**config.mk**
```make
export PLATFORM = sky130hd
export DESIGN_NAME = jt89_dac_out
export DESIGN_NICKNAME = d
export VERILOG_FILES = /design/src/rtl/jt89_dac_out_pkg.sv /design/src/rtl/jt89_sdm.sv /design/src/rtl/jt89_dac_out.sv
export SDC_FILE = /design/constraint.sdc
export NUM_CORES = 1
export LEC_CHECK = 0
export ABC_AREA = 0
export ABC_CLOCK_PERIOD_IN_PS = 3030
export BUFFER_PORTS_ARGS = -buffer_cell sky130_fd_sc_hd__buf_2
export CAP_MARGIN = 15
export CORE_ASPECT_RATIO = 1.5
export CORE_MARGIN = 2
export CORE_UTILIZATION = 61
export CTS_CLUSTER_SIZE = 25
export DETAILED_ROUTE_END_ITERATION = 7
export GPL_ROUTABILITY_DRIVEN = 0
export GPL_TIMING_DRIVEN = 0
export PLACE_DENSITY = 0.85
export RECOVER_POWER = 25
export SYNTH_ARGS = -nofsm -noshare
export SYNTH_HDL_FRONTEND = slang
export SYNTH_SLANG_ARGS = --single-unit
```
**constraint.sdc**
```tcl
create_clock -name clk -period 3.03 [get_ports clk]
set_input_delay 0.303 -clock clk [delete_from_list [all_inputs] [get_ports clk]]
set_output_delay 0.303 -clock clk [all_outputs]
set_load 0.05 [all_outputs]
```
**src/rtl/jt89_dac_out_pkg.sv**
```systemverilog
// Shared constants and helpers for the jt89 output stage: sample width,
// gain width, saturation limits and signed-to-offset-binary conversion.
package jt89_dac_out_pkg;

    localparam int SND_W  = 12;
    localparam int GAIN_W = 3;
    localparam int SMAX   = (2 ** (SND_W - 1)) - 1;
    localparam int SMIN   = -(2 ** (SND_W - 1));

    function automatic logic [SND_W-1:0] to_offset_bin(input logic signed [SND_W-1:0] s);
        return {~s[SND_W-1], s[SND_W-2:0]};
    endfunction

endpackage

```
**src/rtl/jt89_sdm.sv**
```systemverilog
// First-order sigma-delta modulator: accumulates an offset-binary sample every
// clock and emits the carry as a 1-bit stream for an external RC filter.
module jt89_sdm #(
    parameter int DW = 12
) (
    input  logic          clk,
    input  logic          rst_n,
    input  logic [DW-1:0] din,
    output logic          dout
);

    logic [DW:0] acc_q, acc_d;
    logic        dout_q, dout_d;

    // NOTE: every variable assigned in always_comb gets a value on every path, otherwise a latch is inferred.
    always_comb begin
        acc_d  = {1'b0, acc_q[DW-1:0]} + {1'b0, din};
        dout_d = acc_d[DW];
    end

    // NOTE: sequential state uses non-blocking assignments so all flops update together at the edge.
    always_ff @(posedge clk) begin
        if (!rst_n) begin
            acc_q  <= '0;
            dout_q <= 1'b0;
        end else begin
            acc_q  <= acc_d;
            dout_q <= dout_d;
        end
    end

    assign dout = dout_q;

endmodule

```
**src/rtl/jt89_dac_out.sv**
```systemverilog
// PSG output stage: power-of-two gain with saturation and sticky clip flag,
// valid-qualified sample output and sigma-delta DAC. Define JT89_DAC_DCBLOCK_EN
// to insert a DC-blocking stage ahead of the gain (adds one cycle of latency).
module jt89_dac_out
    import jt89_dac_out_pkg::*;
#(
    parameter int DW        = SND_W,
    parameter int DCB_SHIFT = 8
) (
    input  logic                 clk,
    input  logic                 rst_n,
    input  logic                 sample_en,
    input  logic signed [DW-1:0] sound,
    input  logic [GAIN_W-1:0]    gain,
    input  logic                 clip_clr,
    output logic signed [DW-1:0] snd_out,
    output logic                 snd_valid,
    output logic                 clip,
    output logic                 dac_bit
);

    localparam int PW = DW + 7;
    localparam logic signed [PW-1:0] P_MAX = PW'(SMAX);
    localparam logic signed [PW-1:0] P_MIN = PW'(SMIN);

    // S1: capture sample and gain on the strobe
    logic signed [DW-1:0] x1_q, x1_d;
    logic [GAIN_W-1:0]    g1_q, g1_d;
    logic                 v1_q, v1_d;

    always_comb begin
        x1_d = x1_q;
        g1_d = g1_q;
        v1_d = 1'b0;
        if (sample_en) begin
            x1_d = sound;
            g1_d = gain;
            v1_d = 1'b1;
        end
    end

    // S2 operands, either straight from S1 or from the DC blocker
    logic signed [DW-1:0] x2;
    logic [GAIN_W-1:0]    g2;
    logic                 v2;

`ifdef JT89_DAC_DCBLOCK_EN
    localparam int YW = DW + DCB_SHIFT;
    localparam int YX = YW + 2;
    localparam logic signed [YX-1:0] Y_MAX = YX'((1 <<< (YW - 1)) - 1);
    localparam logic signed [YX-1:0] Y_MIN = YX'(-(1 <<< (YW - 1)));

    logic signed [DW-1:0] xp_q, xp_d;
    logic signed [YW-1:0] y_q, y_d;
    logic [GAIN_W-1:0]    gb_q, gb_d;
    logic                 vb_q, vb_d;
    logic signed [YX-1:0] y_wide;

    // y carries DCB_SHIFT fractional bits; clamping y keeps its integer part within DW bits
    always_comb begin
        y_wide = ((YX'(x1_q) - YX'(xp_q)) <<< DCB_SHIFT) + YX'(y_q) - YX'(y_q >>> DCB_SHIFT);
        xp_d   = xp_q;
        y_d    = y_q;
        gb_d   = gb_q;
        vb_d   = 1'b0;
        if (v1_q) begin
            xp_d = x1_q;
            gb_d = g1_q;
            vb_d = 1'b1;
            if (y_wide > Y_MAX)      y_d = Y_MAX[YW-1:0];
            else if (y_wide < Y_MIN) y_d = Y_MIN[YW-1:0];
            else                     y_d = y_wide[YW-1:0];
        end
    end

    always_ff @(posedge clk) begin
        if (!rst_n) begin
            xp_q <= '0;
            y_q  <= '0;
            gb_q <= '0;
            vb_q <= 1'b0;
        end else begin
            xp_q <= xp_d;
            y_q  <= y_d;
            gb_q <= gb_d;
            vb_q <= vb_d;
        end
    end

    assign x2 = y_q[YW-1:DCB_SHIFT];
    assign g2 = gb_q;
    assign v2 = vb_q;
`else
    assign x2 = x1_q;
    assign g2 = g1_q;
    assign v2 = v1_q;
`endif

    // S2: gain, saturation and sticky clip (a new saturation beats a clear)
    logic signed [PW-1:0] prod;
    logic signed [DW-1:0] snd_out_q, snd_out_d;
    logic                 snd_valid_q, snd_valid_d;
    logic                 clip_q, clip_d;

    always_comb begin
        prod        = PW'(x2) <<< g2;
        snd_out_d   = snd_out_q;
        snd_valid_d = 1'b0;
        clip_d      = clip_q & ~clip_clr;
        if (v2) begin
            snd_valid_d = 1'b1;
            if (prod > P_MAX) begin
                snd_out_d = P_MAX[DW-1:0];
                clip_d    = 1'b1;
            end else if (prod < P_MIN) begin
                snd_out_d = P_MIN[DW-1:0];
                clip_d    = 1'b1;
            end else begin
                snd_out_d = prod[DW-1:0];
            end
        end
    end

    always_ff @(posedge clk) begin
        if (!rst_n) begin
            x1_q        <= '0;
            g1_q        <= '0;
            v1_q        <= 1'b0;
            snd_out_q   <= '0;
            snd_valid_q <= 1'b0;
            clip_q      <= 1'b0;
        end else begin
            x1_q        <= x1_d;
            g1_q        <= g1_d;
            v1_q        <= v1_d;
            snd_out_q   <= snd_out_d;
            snd_valid_q <= snd_valid_d;
            clip_q      <= clip_d;
        end
    end

    logic [DW-1:0] sdm_din;
    assign sdm_din = to_offset_bin(snd_out_q);

    jt89_sdm #(.DW(DW)) u_sdm (
        .clk   (clk),
        .rst_n (rst_n),
        .din   (sdm_din),
        .dout  (dac_bit)
    );

    assign snd_out   = snd_out_q;
    assign snd_valid = snd_valid_q;
    assign clip      = clip_q;

endmodule

```
==> report_table.html <==
<table>
<tr><th>Metric</th><th>Value</th></tr>
<tr><th colspan="2">Outcome</th></tr>
<tr><td>Result of the run</td><td>finished clean</td></tr>
<tr><th colspan="2">Global route</th></tr>
<tr><td>Global-route wire length before repair</td><td>7.94 mm</td></tr>
<tr><td>Aggregate global-route resource usage</td><td>0.241</td></tr>
<tr><td>Pin count of the biggest net entering global routing</td><td>13</td></tr>
<tr><td>Vias in the first global route</td><td>1858</td></tr>
<tr><td>Antenna violations before repair</td><td>0</td></tr>
<tr><td>Remaining global-route overflow</td><td>0</td></tr>
<tr><th colspan="2">Clock network</th></tr>
<tr><td>CTS HTree Levels</td><td>2</td></tr>
<tr><td>Cts repair resizes</td><td>0</td></tr>
<tr><td>CTS Buf Count</td><td>5</td></tr>
<tr><td>Buffer cell driving the clock tree root</td><td>sky130_fd_sc_hd__clkbuf_8</td></tr>
<tr><td>Largest buffer count on any clock path</td><td>2</td></tr>
<tr><td>CTS tree</td><td>done</td></tr>
<tr><td>Clk sinks</td><td>43</td></tr>
<tr><td>Reg clk slew, reported paths</td><td>0.08 ns</td></tr>
<tr><td>Latest clock arrival within the worst-skew pair</td><td>0.30 ns</td></tr>
<tr><td>Cts hold-fix bufs</td><td>0</td></tr>
<tr><td>Number of post-CTS setup repair buffers</td><td>0</td></tr>
<tr><th colspan="2">Synth</th></tr>
<tr><td>Most used flip-flop cell after synthesis</td><td>sky130_fd_sc_hd__dfxtp_1</td></tr>
<tr><td>Cells taking the most area after synthesis</td><td>sky130_fd_sc_hd__dfxtp_1, sky130_fd_sc_hd__mux2i_1, sky130_fd_sc_hd__ha_1, sky130_fd_sc_hd__nor2_1, sky130_fd_sc_hd__o21ai_0</td></tr>
<tr><td>Most numerous cell in the Yosys netlist</td><td>sky130_fd_sc_hd__dfxtp_1</td></tr>
<tr><td>Count of state elements after synthesis</td><td>43</td></tr>
<tr><td>Count of flip-flops with a built-in enable after synthesis</td><td>0</td></tr>
<tr><td>Number of distinct library cells after synthesis</td><td>50</td></tr>
<tr><td>Synthesized netlist net count</td><td>288</td></tr>
<tr><td>Syn avg cell area</td><td>9.32 um^2</td></tr>
<tr><td>Share of the yosys chip area belonging to registers</td><td>0.361</td></tr>
<tr><td>Number of instances in the synthesized netlist</td><td>256</td></tr>
<tr><td>Cell area after synthesis</td><td>2390 um^2</td></tr>
<tr><td>Top-area cell type share of the netlist area</td><td>0.361</td></tr>
<tr><td>Leading cell types by count after synthesis</td><td>sky130_fd_sc_hd__dfxtp_1, sky130_fd_sc_hd__nor2_1, sky130_fd_sc_hd__mux2i_1, sky130_fd_sc_hd__o21ai_0</td></tr>
<tr><td>Post-synthesis async set-or-reset flop share</td><td>0</td></tr>
<tr><td>Top cell type by total area after synthesis</td><td>sky130_fd_sc_hd__dfxtp_1</td></tr>
<tr><td>Count of yosys warnings during synthesis</td><td>0</td></tr>
<tr><th colspan="2">Power and ir drop</th></tr>
<tr><td>Peak VDD IR</td><td>0.453 mV</td></tr>
<tr><td>Leakage power summed over all cells</td><td>1.18 nW</td></tr>
<tr><td>Total power divided by cell area</td><td>506 nW/um^2</td></tr>
<tr><th colspan="2">Timing</th></tr>
<tr><td>RSZ-0062 raised after global routing</td><td>no</td></tr>
<tr><td>Summed negative setup slack over all endpoints</td><td>0 ns</td></tr>
<tr><td>Number of hold violations in the final report</td><td>0</td></tr>
<tr><td>Worst Tran Pin Value</td><td>0.681 ns</td></tr>
<tr><td>Part of the cycle the worst path needs</td><td>0.662</td></tr>
<tr><td>Shortest period the worst path allows</td><td>2.01 ns</td></tr>
<tr><td>Relative max-transition margin</td><td>0.546</td></tr>
<tr><td>Max-slew violations</td><td>0</td></tr>
<tr><td>Highest Clock Rate</td><td>498 MHz</td></tr>
<tr><td>Final Setup Violations</td><td>0</td></tr>
<tr><td>Clock Skew</td><td>0.00709 ns</td></tr>
<tr><th colspan="2">Finish</th></tr>
<tr><td>Share of post-route cells with drive strength above 1</td><td>0.189</td></tr>
<tr><td>Layout overhead on the synthesized area</td><td>12.2%</td></tr>
<tr><td>Total area of multi-input combinational cells</td><td>1370 um^2</td></tr>
<tr><td>Ant diodes</td><td>0</td></tr>
<tr><td>Reg area</td><td>861 um^2</td></tr>
<tr><td>Filler cell count</td><td>286</td></tr>
<tr><td>Final layout net count</td><td>327</td></tr>
<tr><td>Final std cell area, no fill</td><td>2680 um^2</td></tr>
<tr><th colspan="2">Floorplan</th></tr>
<tr><td>Site Rows</td><td>27</td></tr>
<tr><td>Die Span Y</td><td>80.6 um</td></tr>
<tr><td>Io pins</td><td>34</td></tr>
<tr><td>Die Footprint</td><td>4440 um^2</td></tr>
<tr><td>Die W</td><td>55.1 um</td></tr>
<tr><td>Area of the core</td><td>3720 um^2</td></tr>
<tr><td>Initial standard-cell utilization of the core</td><td>0.642</td></tr>
<tr><th colspan="2">Place</th></tr>
<tr><td>Dpl cell area</td><td>2600 um^2</td></tr>
<tr><td>Detailed Place HPWL</td><td>3.77 mm</td></tr>
<tr><td>Number of port buffers</td><td>32</td></tr>
<tr><th colspan="2">Critical path</th></tr>
<tr><td>Arrival time reported for the critical path endpoint</td><td>2.19 ns</td></tr>
<tr><td>Type of element capturing the critical path</td><td>register</td></tr>
<tr><td>Worst path cell trace</td><td>ha_1, inv_1, fa_1, nor2b_1, o31a_1, o22a_1, a31oi_2, mux2i_1</td></tr>
<tr><td>Max Fanout on Critical Path</td><td>3</td></tr>
<tr><td>Buf+Inv Stages, Crit Path</td><td>1</td></tr>
<tr><td>Req. time, crit path</td><td>3.22 ns</td></tr>
<tr><td>Reg2reg setup slack</td><td>1.02 ns</td></tr>
<tr><td>Dominant delay contributor by cell family on the critical path</td><td>adder cells</td></tr>
<tr><td>Crit Path Category</td><td>register to register</td></tr>
<tr><td>Critical path's largest stage delay</td><td>0.38 ns</td></tr>
<tr><td>Startpoint types</td><td>register</td></tr>
<tr><td>Worst-path cell with the longest stage delay</td><td>sky130_fd_sc_hd__fa_1</td></tr>
<tr><th colspan="2">Job</th></tr>
<tr><td>Max-cap violations</td><td>0</td></tr>
<tr><th colspan="2">Route</th></tr>
<tr><td>Routed length per placed instance</td><td>14.0 um</td></tr>
<tr><td>Drt pass-1 iters</td><td>4</td></tr>
<tr><td>Vias per cell</td><td>5.68</td></tr>
<tr><td>Routed wire length</td><td>4.76 mm</td></tr>
<tr><td>Number of vias in the routed layout</td><td>1926</td></tr>
<tr><td>Number of antenna-violating nets in the routed design</td><td>0</td></tr>
<tr><td>DRC violation count after routing</td><td>0</td></tr>
<tr><td>Starting DRC count in detailed routing</td><td>51</td></tr>
<tr><th colspan="2">Min path</th></tr>
<tr><td>Type of the most critical hold path</td><td>input port to register</td></tr>
</table>
-- cells in the final DEF (no fill, tap or decap), types with 2 or more instances in the layout --
cell / n
sky130_fd_sc_hd__o21ai_0: 21
sky130_fd_sc_hd__o31ai_1: 2
sky130_fd_sc_hd__a21oi_1: 19
sky130_fd_sc_hd__ha_1: 12
sky130_fd_sc_hd__dfxtp_1: 43
sky130_fd_sc_hd__clkbuf_8: 7
sky130_fd_sc_hd__clkbuf_1: 14
sky130_fd_sc_hd__xnor2_1: 4
sky130_fd_sc_hd__and2_1: 3
sky130_fd_sc_hd__nand2_1: 19
sky130_fd_sc_hd__mux4_2: 4
sky130_fd_sc_hd__inv_1: 10
sky130_fd_sc_hd__mux2_2: 5
sky130_fd_sc_hd__nand2b_1: 3
sky130_fd_sc_hd__nor2_1: 28
sky130_fd_sc_hd__nor3_1: 3
sky130_fd_sc_hd__mux2i_1: 25
sky130_fd_sc_hd__a21o_1: 2
sky130_fd_sc_hd__nor2b_1: 3
sky130_fd_sc_hd__xor2_1: 2
sky130_fd_sc_hd__a211oi_1: 3
sky130_fd_sc_hd__o21a_1: 8
sky130_fd_sc_hd__buf_6: 2
sky130_fd_sc_hd__buf_2: 29
-- final timing paths --
| kind | start | cells after the start | end |
|---|---|---|---|
| max reg2reg | snd_out[0] | 8 | u_sdm.acc_q[10] |
| max | snd_out[0] | 8 | u_sdm.acc_q[10] |
| min reg2reg | clip | 1 | clip |
| min | sound[2] | 3 | x1_q[2] |
-- routing by layer --
layer	routed length [um]	track usage	up-vias	part of all wire
li1	-	-	992	-
met1	1930	0.250	892	0.40
met2	2630	0.457	36	0.55
met3	124	0.0390	6	0.026
met4	77	0.0829	0	0.016
met5	0	0	-	0
-- power by group --
part           leakage (nW)  switching [mW]  internal [mW]
Sequential            0.354          0.0324          0.611
Clock                0.0515           0.188          0.208
Combinational         0.769           0.184          0.132
-- state kept, by name (all words and copies together), names as in the netlist --
name / flops
snd_valid: 1
x1_q: 12
snd_out: 12
u_sdm.dout: 1
clip: 1
g1_q: 3
v1_q: 1
u_sdm.acc_q: 12
-- final cells by class --
class	instances	share of cell area
multi-input combinational	189	0.511
sequential	43	0.322
timing repair buffer	32	0.0584
clock buffer	8	0.0374
buffer	14	0.0374
tap	43	0.0201
inverter	10	0.0140
-- per-stage QoR --
step                      worst slack, ns  hold WS, ns  power [mW]  instances  utilization
final                                1.02        0.243        1.35        339        0.720
after global routing                0.885        0.251        1.42        339        0.720
after CTS                            1.02        0.240        1.36        339        0.727
after detailed placement             1.03        0.491       0.975        331        0.700
after global placement               1.07        0.474       0.964        331        0.700
after floorplan                     0.856        0.450       0.903        256            -
-- worst min-delay path: stages --
cell and delay [ns]:
sky130_fd_sc_hd__buf_2 0.07, sky130_fd_sc_hd__mux2i_1 0.06, sky130_fd_sc_hd__nor2_1 0.07
-- logic make-up after synthesis --
family | Yosys count | share of synthesized area
mux | 34 | 0.166
buf+inv | 24 | 0.0661
fa+ha+maj | 13 | 0.0713
xor+xnor | 6 | 0.0220
simple gates | 66 | 0.126
compound gates | 70 | 0.187
flops | 43 | 0.361
Note: power is estimated with default switching activity, not from simulation.
